$ cat config.mk
export PLATFORM = sky130hd
export DESIGN_NAME = cmul_rr_arbiter
export DESIGN_NICKNAME = d
export VERILOG_FILES = /design/src/rtl/cmul_pkg.sv /design/src/rtl/cmul_pipe.sv /design/src/rtl/cmul_rr_arbiter.sv
export SDC_FILE = /design/constraint.sdc
export NUM_CORES = 2
export LEC_CHECK = 0
export CAP_MARGIN = 10
export CELL_PAD_IN_SITES_DETAIL_PLACEMENT = 2
export CELL_PAD_IN_SITES_GLOBAL_PLACEMENT = 2
export CORE_ASPECT_RATIO = 0.8
export CORE_UTILIZATION = 38
export CTS_BUF_LIST = sky130_fd_sc_hd__clkbuf_8
export CTS_CLUSTER_SIZE = 40
export DETAILED_ROUTE_END_ITERATION = 10
export PLACE_DENSITY = 0.95
export SLEW_MARGIN = 0
export SYNTH_ARGS = -nofsm -noshare
export SYNTH_HDL_FRONTEND = slang
export SYNTH_SLANG_ARGS = --single-unit
$ cat constraint.sdc
create_clock -name clk -period 17.3 [get_ports clk]
set_input_delay 3.46 -clock clk [delete_from_list [all_inputs] [get_ports clk]]
set_output_delay 3.46 -clock clk [all_outputs]
set_load 0.03 [all_outputs]
$ cat src/rtl/cmul_pkg.sv
// Shared definitions for the round-robin complex-multiplier arbiter.
//   - default operand/result/tag widths
//   - operand and result records as packed structs
//   - rr_next_grant(): round-robin search used by the arbiter
package cmul_pkg;

    localparam int DW_DEF   = 16;
    localparam int OW_DEF   = 17;
    localparam int IDW_DEF  = 2;
    localparam int NREQ_MAX = 8;
    localparam int PTRW     = 3;   // wide enough to index NREQ_MAX requesters

    typedef struct packed {
        logic signed [DW_DEF-1:0] in1;
        logic signed [DW_DEF-1:0] in2;
        logic signed [DW_DEF-1:0] wr;
        logic signed [DW_DEF-1:0] wi;
    } cmul_op_t;

    typedef struct packed {
        logic        [IDW_DEF-1:0] id;
        logic signed [OW_DEF-1:0]  re;
        logic signed [OW_DEF-1:0]  im;
    } cmul_res_t;

    // Returns {found, index}. The search starts one past 'last' and wraps
    // modulo nreq. The loop runs from the farthest candidate towards the
    // nearest, so the nearest valid requester is the one that ends up in
    // 'pick'.
    function automatic logic [PTRW:0] rr_next_grant(
        input logic [NREQ_MAX-1:0] valid,
        input logic [PTRW-1:0]     last,
        input int                  nreq
    );
        logic [PTRW:0]   pick;
        logic [PTRW-1:0] idx;
        int              pos;
        pick = {(PTRW+1){1'b0}};
        for (int k = NREQ_MAX; k >= 1; k--) begin
            if (k <= nreq) begin
                pos = (int'(last) + k) % nreq;
                idx = pos[PTRW-1:0];
                if (valid[idx]) begin
                    pick = {1'b1, idx};
                end else begin
                    pick = pick;
                end
            end else begin
                pick = pick;
            end
        end
        return pick;
    endfunction

endpackage

$ cat src/rtl/cmul_pipe.sv
// Three-stage stallable signed complex multiplier with tag passthrough.
//   S0: operands and tag registered
//   S1: four signed products (2*DW bits each)
//   S2: re = rr - ii, im = ri + ir at 2*DW+1 bits, arithmetic shift by
//       SHIFT, low OW bits kept (wraps, no saturation)
// Ports:
//   clk, rst      clock, synchronous active-high reset
//   en            advance enable; low freezes every stage
//   in_valid/id   incoming operand set valid and requester tag
//   in1,in2,wr,wi incoming operands (two's complement)
//   out_*         S2 contents (registered result)
//   busy          any stage holds valid data
module cmul_pipe import cmul_pkg::*; #(
    parameter int DW    = DW_DEF,
    parameter int OW    = OW_DEF,
    parameter int SHIFT = 0,
    parameter int IDW   = IDW_DEF
) (
    input  logic           clk,
    input  logic           rst,
    input  logic           en,
    input  logic           in_valid,
    input  logic [IDW-1:0] in_id,
    input  logic [DW-1:0]  in1,
    input  logic [DW-1:0]  in2,
    input  logic [DW-1:0]  wr,
    input  logic [DW-1:0]  wi,
    output logic           out_valid,
    output logic [IDW-1:0] out_id,
    output logic [OW-1:0]  out_re,
    output logic [OW-1:0]  out_im,
    output logic           busy
);

    localparam int PW = 2 * DW;
    localparam int SW = 2 * DW + 1;

    logic                 s0_valid_r;
    logic [IDW-1:0]       s0_id_r;
    logic signed [DW-1:0] s0_in1_r, s0_in2_r, s0_wr_r, s0_wi_r;

    logic                 s1_valid_r;
    logic [IDW-1:0]       s1_id_r;
    logic signed [PW-1:0] s1_rr_r, s1_ii_r, s1_ri_r, s1_ir_r;

    logic                 s2_valid_r;
    logic [IDW-1:0]       s2_id_r;
    logic [OW-1:0]        s2_re_r, s2_im_r;

    logic signed [PW-1:0] prod_rr_s, prod_ii_s, prod_ri_s, prod_ir_s;
    logic signed [SW-1:0] sum_re_s, sum_im_s;
    logic [OW-1:0]        res_re_s, res_im_s;

    // Signed products: operands sign-extended to 2*DW first; the exact
    // product of two DW-bit values always fits, including -2^(DW-1) squared.
    always_comb begin
        prod_rr_s = PW'(s0_in1_r) * PW'(s0_wr_r);
        prod_ii_s = PW'(s0_in2_r) * PW'(s0_wi_r);
        prod_ri_s = PW'(s0_in1_r) * PW'(s0_wi_r);
        prod_ir_s = PW'(s0_in2_r) * PW'(s0_wr_r);
    end

    // Exact sum/difference at 2*DW+1 bits, then shift and truncate.
    always_comb begin
        sum_re_s = SW'(s1_rr_r) - SW'(s1_ii_r);
        sum_im_s = SW'(s1_ri_r) + SW'(s1_ir_r);
        res_re_s = OW'(sum_re_s >>> SHIFT);
        res_im_s = OW'(sum_im_s >>> SHIFT);
    end

    // Stage 0: capture operands and tag.
    always_ff @(posedge clk) begin
        if (rst) begin
            s0_valid_r <= 1'b0;
            s0_id_r    <= {IDW{1'b0}};
            s0_in1_r   <= {DW{1'b0}};
            s0_in2_r   <= {DW{1'b0}};
            s0_wr_r    <= {DW{1'b0}};
            s0_wi_r    <= {DW{1'b0}};
        end else if (en) begin
            s0_valid_r <= in_valid;
            s0_id_r    <= in_id;
            s0_in1_r   <= in1;
            s0_in2_r   <= in2;
            s0_wr_r    <= wr;
            s0_wi_r    <= wi;
        end
    end

    // Stage 1: capture the four partial products.
    always_ff @(posedge clk) begin
        if (rst) begin
            s1_valid_r <= 1'b0;
            s1_id_r    <= {IDW{1'b0}};
            s1_rr_r    <= {PW{1'b0}};
            s1_ii_r    <= {PW{1'b0}};
            s1_ri_r    <= {PW{1'b0}};
            s1_ir_r    <= {PW{1'b0}};
        end else if (en) begin
            s1_valid_r <= s0_valid_r;
            s1_id_r    <= s0_id_r;
            s1_rr_r    <= prod_rr_s;
            s1_ii_r    <= prod_ii_s;
            s1_ri_r    <= prod_ri_s;
            s1_ir_r    <= prod_ir_s;
        end
    end

    // Stage 2: capture the final result; these registers drive the outputs.
    always_ff @(posedge clk) begin
        if (rst) begin
            s2_valid_r <= 1'b0;
            s2_id_r    <= {IDW{1'b0}};
            s2_re_r    <= {OW{1'b0}};
            s2_im_r    <= {OW{1'b0}};
        end else if (en) begin
            s2_valid_r <= s1_valid_r;
            s2_id_r    <= s1_id_r;
            s2_re_r    <= res_re_s;
            s2_im_r    <= res_im_s;
        end
    end

    assign out_valid = s2_valid_r;
    assign out_id    = s2_id_r;
    assign out_re    = s2_re_r;
    assign out_im    = s2_im_r;
    assign busy      = s0_valid_r | s1_valid_r | s2_valid_r;

endmodule

$ cat src/rtl/cmul_rr_arbiter.sv
// Round-robin arbiter sharing one pipelined signed complex multiplier
// between NREQ requesters; each result is tagged with its requester index.
// Ports:
//   clk, rst          clock, synchronous active-high reset
//   req_valid/ready   per-requester handshake; ready is one-hot or zero
//   req_in1/in2       data real/imag, requester i at [i*DW +: DW]
//   req_wr/wi         twiddle real/imag, same packing
//   res_valid/ready   result handshake; the whole pipe freezes while
//                     res_valid is high and res_ready is low
//   res_id            originating requester index
//   res_re/res_im     ((in1*wr - in2*wi) >>> SHIFT)[OW-1:0],
//                     ((in1*wi + in2*wr) >>> SHIFT)[OW-1:0]
//   busy              any pipeline stage holds valid data
module cmul_rr_arbiter import cmul_pkg::*; #(
    parameter int NREQ  = 4,
    parameter int DW    = DW_DEF,
    parameter int OW    = OW_DEF,
    parameter int SHIFT = 0,
    parameter int IDW   = IDW_DEF
) (
    input  logic               clk,
    input  logic               rst,
    input  logic [NREQ-1:0]    req_valid,
    output logic [NREQ-1:0]    req_ready,
    input  logic [NREQ*DW-1:0] req_in1,
    input  logic [NREQ*DW-1:0] req_in2,
    input  logic [NREQ*DW-1:0] req_wr,
    input  logic [NREQ*DW-1:0] req_wi,
    output logic               res_valid,
    input  logic               res_ready,
    output logic [IDW-1:0]     res_id,
    output logic [OW-1:0]      res_re,
    output logic [OW-1:0]      res_im,
    output logic               busy
);

    logic [PTRW-1:0]     last_r;
    logic [NREQ_MAX-1:0] valid_ext_s;
    logic [PTRW:0]       pick_s;
    logic                grant_found_s;
    logic [PTRW-1:0]     grant_idx_s;
    logic                stall_s;
    logic                accept_s;
    logic [DW-1:0]       sel_in1_s, sel_in2_s, sel_wr_s, sel_wi_s;

    // Round-robin search over the valids, padded to the package maximum.
    always_comb begin
        valid_ext_s            = {NREQ_MAX{1'b0}};
        valid_ext_s[NREQ-1:0]  = req_valid;
        pick_s                 = rr_next_grant(valid_ext_s, last_r, NREQ);
        grant_found_s          = pick_s[PTRW];
        grant_idx_s            = pick_s[PTRW-1:0];
    end

    // Nothing is accepted while the output is blocked or reset is held.
    assign stall_s  = res_valid & ~res_ready;
    assign accept_s = grant_found_s & ~stall_s & ~rst;

    // One-hot accept strobe and operand mux (AND-OR select on the grant).
    always_comb begin
        req_ready = {NREQ{1'b0}};
        sel_in1_s = {DW{1'b0}};
        sel_in2_s = {DW{1'b0}};
        sel_wr_s  = {DW{1'b0}};
        sel_wi_s  = {DW{1'b0}};
        for (int i = 0; i < NREQ; i++) begin
            req_ready[i] = accept_s & (grant_idx_s == PTRW'(i));
            sel_in1_s = sel_in1_s | (req_in1[i*DW +: DW] & {DW{grant_idx_s == PTRW'(i)}});
            sel_in2_s = sel_in2_s | (req_in2[i*DW +: DW] & {DW{grant_idx_s == PTRW'(i)}});
            sel_wr_s  = sel_wr_s  | (req_wr[i*DW +: DW]  & {DW{grant_idx_s == PTRW'(i)}});
            sel_wi_s  = sel_wi_s  | (req_wi[i*DW +: DW]  & {DW{grant_idx_s == PTRW'(i)}});
        end
    end

    // Round-robin pointer: moves to the granted index only on acceptance;
    // reset value NREQ-1 gives requester 0 top priority.
    always_ff @(posedge clk) begin
        if (rst) begin
            last_r <= PTRW'(NREQ - 1);
        end else if (accept_s) begin
            last_r <= grant_idx_s;
        end
    end

    cmul_pipe #(
        .DW    (DW),
        .OW    (OW),
        .SHIFT (SHIFT),
        .IDW   (IDW)
    ) u_pipe (
        .clk       (clk),
        .rst       (rst),
        .en        (~stall_s),
        .in_valid  (accept_s),
        .in_id     (IDW'(grant_idx_s)),
        .in1       (sel_in1_s),
        .in2       (sel_in2_s),
        .wr        (sel_wr_s),
        .wi        (sel_wi_s),
        .out_valid (res_valid),
        .out_id    (res_id),
        .out_re    (res_re),
        .out_im    (res_im),
        .busy      (busy)
    );

endmodule

After elaboration in Yosys (flattened, before gate mapping)
Index checks and enable logic that the tools add are counted.

Bits in registers: 177. Latch bits: 0. Memory bits (writable): 0. Bits in read-only memories: 0. Input port bits: 263. Output and inout bits: 42. Word-level logic and storage cells: 95. Memories kept: 0.

Add/subtract/negate cells: 6. $mul: 4. Div/mod/pow operators: 0. $lt $le $gt $ge: 4. Eq/ne operators: 3. Shift operators: 0. Muxes and demuxes: 12. Bitwise gates (word level): 44. Reductions and logical operators: 5.

Operator list (count): bitwise AND 16 bit (16); bitwise OR 16 bit (12); multiplier 16 x 16 -> 17 bit (4); adder 17 bit (1); subtractor 17 bit (1); less-than comparator 3 x 4 -> 1 bit, second input constant (4); two-way mux 4 bit (4); binary-select mux 1 bit (select 3 bit) (4); OR reduction 2 bit (4); bitwise AND 1 bit (7); == test 3 x 2 -> 1 bit, second input constant (2); adder 2 x 1 -> 2 bit, second input constant (2); adder 2 bit, second input constant (2); bitwise AND 1 bit, first input constant (4); two-way mux 1 bit (4); == test 3 x 1 -> 1 bit, second input constant (1); zero test 3 bit (1); NOT 1 bit (3); bitwise OR 1 bit (2).

Depth between registers and ports, before layout
Word-level depth: 14. Depth in mapped cells: 23. Mapped depth without buffers: 22.

By module
Synthesis repeated with hierarchy kept, for this count alone.

Cells, all modules: 3186. Area, all modules: 28237.1 µm².

By module, submodules not included: cmul_pipe (times used 1, cells each 2945, area an instance 25763.5 µm², sequential area each 3503.4 µm²); cmul_rr_arbiter (times used 1, cells each 241, area an instance 2473.6 µm², sequential area each 40.0 µm²).

Worst setup path after synthesis
OpenSTA, ideal clock, no wires.

Kind: input to output. Start point: in req_valid[2]. End point: out req_ready[1]. Data arrival time: 5.279 ns. Data required time: 13.840 ns. Setup slack: 8.561 ns. Cell stages on the path: 6. Path buffers: 2. Path through: nand2b_1 a21o_1 o311a_1 buf_2 buf_1 nor4_1.

Longest elaborated chain between the ends: 9. Elaborated cells between the ends (all ways): 16. Those cells by class: 1 x eq/ne; 12 x mux; 3 x bitwise.

RTL lines: from (decl) (RTL line cmul_rr_arbiter.sv:23) `input logic [NREQ-1:0] req_valid,`; binary-select mux 1 bit (select 3 bit) (RTL line cmul_pkg.sv:43) `if (valid[idx]) begin`; two-way mux 1 bit (not written as such) (RTL line cmul_pkg.sv:43); two-way mux 4 bit (3 in series) (RTL line cmul_pkg.sv:43); two-way mux 4 bit * (RTL line cmul_pkg.sv:43); bitwise AND 1 bit (2 in series) (RTL line cmul_rr_arbiter.sv:57) `assign accept_s = grant_found_s & ~stall_s & ~rst;`; bitwise AND 1 bit * (RTL line cmul_rr_arbiter.sv:67) `req_ready[i] = accept_s & (grant_idx_s == PTRW'(i));`; to (decl) (RTL line cmul_rr_arbiter.sv:24) `output logic [NREQ-1:0] req_ready,`.

Every way passes the cells marked *; elsewhere a longest branch is shown, timed or not. The select of a mux whose other input is x is not followed.

Worst setup path in the final report
Start point: in req_valid[3]. End point: out req_ready[2].

The elaborated chain is that of the path after synthesis.

==> summary.md <==
| Metric | Value |
|---|---|
| P per Cell Area | between 100 and 150 nW/µm² |
| Asr flop ratio synth | 0% |
| Crit Path Class | input pin to output port |
| Mean Syn Cell Area | 7.754 µm² |
| # hold bufs at CTS | 0 |
| Placer Congestion | a little over 0.9 |
| Setup bufs post-CTS | 0 |
| First-iteration detailed-routing DRC count | 4108 |
| Status | complete, but fails checks |
| Largest net degree at the start of global routing | 189 |
| Max-slew violation count | 20 |
| Worst-path maximum fanout | 76 |
| Layout cells sized above 1 | ~3.2% |
| Final worst slack | 7.103 ns |
| CTS tree | built |
| Post-layout min period | 10.20 ns |
| Slew headroom | -65.89% |
| Die Area | 74830 µm² |
| Reg clk slew, reported paths | roughly 0.11 ns |
| CTS Sinks | 177 |
| # setup viols final | 0 |
| GRT Resource Usage Total | 50.78% |
| Final Instance Count excl. Fillers | 4764 |
| Crit path required time | 13.84 ns |
| Grt ovf | 0 |
| F_max | 98.07 MHz |
| Clock Latency Late Sink | 0.72 ns |
| Fin crit share | just under 60% |
| Mapped Nets | 4534 |
| Via/cell ratio | approximately 6.6 |
| Worst VDD drop | 77.09 µV |
| Ports | just over 300 |
| Residual DRC | 0 |
| Area Overhead vs Synth | 15.49% |
| Top FF cell, synth | dfxtp_1 |
| Area post-placement | about 32000 µm² |
| Fillers | 8056 |
| Initial Utilization | 38.61% |
| Final Hold Viols | 0 |
| Initial antenna violation count | 44 |
| Synth cell types | 60 |
| Setup_tns | 0 ns |
| # port buffers | between 300 and 400 |
| Final instance area | roughly 32000 µm² |
| Post-synth EDFFs | 0 |
| YS warnings | 0 |
| Actual slew at the worst max-slew pin | 2.454 ns |
| Multi-input gate area | 21430 µm² |
| Detailed Routing Iterations Pass 1 | 8 |
| Most frequent cells in the layout | nand2_1, inv_1, fa_1 |
| Min-delay worst type | register to register |
| Seq cells post-synth | approximately 180 |
| Vias | 31.65k |
| CTS resizes | 0 |
| Vias in the first global route | 34.87k |
| Die Ht | 244.9 µm |
| ANT nets after route | 0 |
| RSZ-0062 raised after global routing | no |
| Cells after Synth | about 3.6k |
| Hpwl dp | 114.3 mm |
| Routed len/inst | between 40 and 50 µm |
| Nets@finish | roughly 4.7k |
| Final Util | 44.59% |
| Post-Place Setup Slack | approximately 7.3 ns |
| Critical Path AT | 6.74 ns |
| WL final | 197.7 mm |
| Hold_ws | 0.4725 ns |
| Commonest non-fill, non-tap cell in the layout | nand2_1 |
| Seq. cell area | 3546 µm² |
| H-tree lvl count | 4 |
| Netlist Area Pre-Place | 28020 µm² |
| Maximum capacitance violations | 2 |
| Crit start category | input pin |
| Core area | 72560 µm² |
| First-pass GRT wire length | 264.6 mm |
| CP endpoint kind | output port |
| Clk buf depth | 2 |
| Num rows | 88 |
| Total CTS buffers | 17 |
| Leak | 15.00 nW |
| Die width | 305.6 µm |
| Sequential-to-total area share from yosys stat | 12.65% |
| Failing checks | capacitance limit, slew limit |
| Root Driver | clkbuf_8 |
| Tot Pwr | 4.846 mW |
| Clock Skews | 0.09786 ns |
| Placed cell count | 4700 |
[cells by family after synthesis]
kind of cell | Yosys count | synth area share [%]
AND/OR/NAND/NOR | 1454 | 23.86
buffers and inverters | 806 | 11.03
adder cells (fa/ha/maj) | 658 | 39.51
AO/OA/AOI/OAI | 334 | 7.145
XOR/XNOR | 178 | 5.591
flip-flops | 177 | 12.65
multiplexers | 6 | 0.2144
[flip-flops by register name, indices dropped and copies added, names as in the netlist, 2 cells and up]
signal / count
u_pipe.s0_wi_r: 16
u_pipe.s0_in2_r: 16
u_pipe.s1_ii_r: 17
u_pipe.s0_wr_r: 16
u_pipe.s0_in1_r: 16
u_pipe.out_im: 17
u_pipe.out_re: 17
u_pipe.s1_ri_r: 17
last_r: 2
u_pipe.s1_ir_r: 17
u_pipe.s1_id_r: 2
u_pipe.s1_rr_r: 17
u_pipe.s0_id_r: 2
u_pipe.out_id: 2
[worst paths after layout]
path              cells past startpoint  slack (ns)          startpoint                 end
hold reg to reg                       2        0.47  u_pipe.s1_ii_r[12]  u_pipe.s1_ii_r[12]
setup / recovery                      7        7.10        req_valid[3]        req_ready[2]
hold / removal                        2        0.47  u_pipe.s1_ii_r[12]  u_pipe.s1_ii_r[12]
setup reg to reg                     19        7.12  u_pipe.s0_in1_r[2]  u_pipe.s1_rr_r[16]
[Yosys cell counts (all sizes together) (20+ instances only)]
library cell / count / share of area [%]
xnor2: 141 / 4.4
nor2: 62 / 0.83
inv: 587 / 7.9
clkbuf: 163 / 2.2
ha: 280 / 13
nand2: 792 / 11
nor3: 23 / 0.41
dfxtp: 177 / 13
fa: 378 / 27
xor2: 37 / 1.2
a211oi: 24 / 0.68
a21oi: 190 / 3.5
a21o: 20 / 0.54
o21ai: 38 / 0.68
and2: 280 / 6.3
buf: 56 / 0.97
nand3: 225 / 4.0
[worst max-delay path: stages]
cell and delay [ns]:
clkdlybuf4s50_1 0.52, nor2b_1 0.23, nor2_1 0.38, a21o_4 0.61
buf_4 0.74, nor4_1 0.11, clkdlybuf4s50_1 0.64
[final cells by class]
| class | count | share of cell area [%] |
|---|---|---|
| antenna | 31 | 0.2397 |
| clock buffer | 17 | 0.7231 |
| clock inverter | 15 | 0.5646 |
| inverter | 587 | 6.809 |
| multi-input combinational | 2630 | 66.24 |
| sequential | 177 | 10.96 |
| tap | 945 | 3.654 |
| timing repair buffer | 362 | 10.81 |
[per-layer routing]
| metal | up-vias | routed length (µm) | GRT usage, % |
|---|---|---|---|
| met5 | - | 1048 | 9.496 |
| met4 | 44 | 23000 | 43.22 |
| met3 | 1550 | 29480 | 29.73 |
| met2 | 2960 | 83320 | 76.30 |
| met1 | 15650 | 60890 | 49.52 |
| li1 | 11450 | - | - |
[power breakdown]
part | internal [mW] | leakage, nW | switching, mW
Combinational | 1.26 | 13.3 | 2.57
Sequential | 0.517 | 1.47 | 0.137
Clock | 0.112 | 0.205 | 0.253
Power figures use the tool's default switching activity.
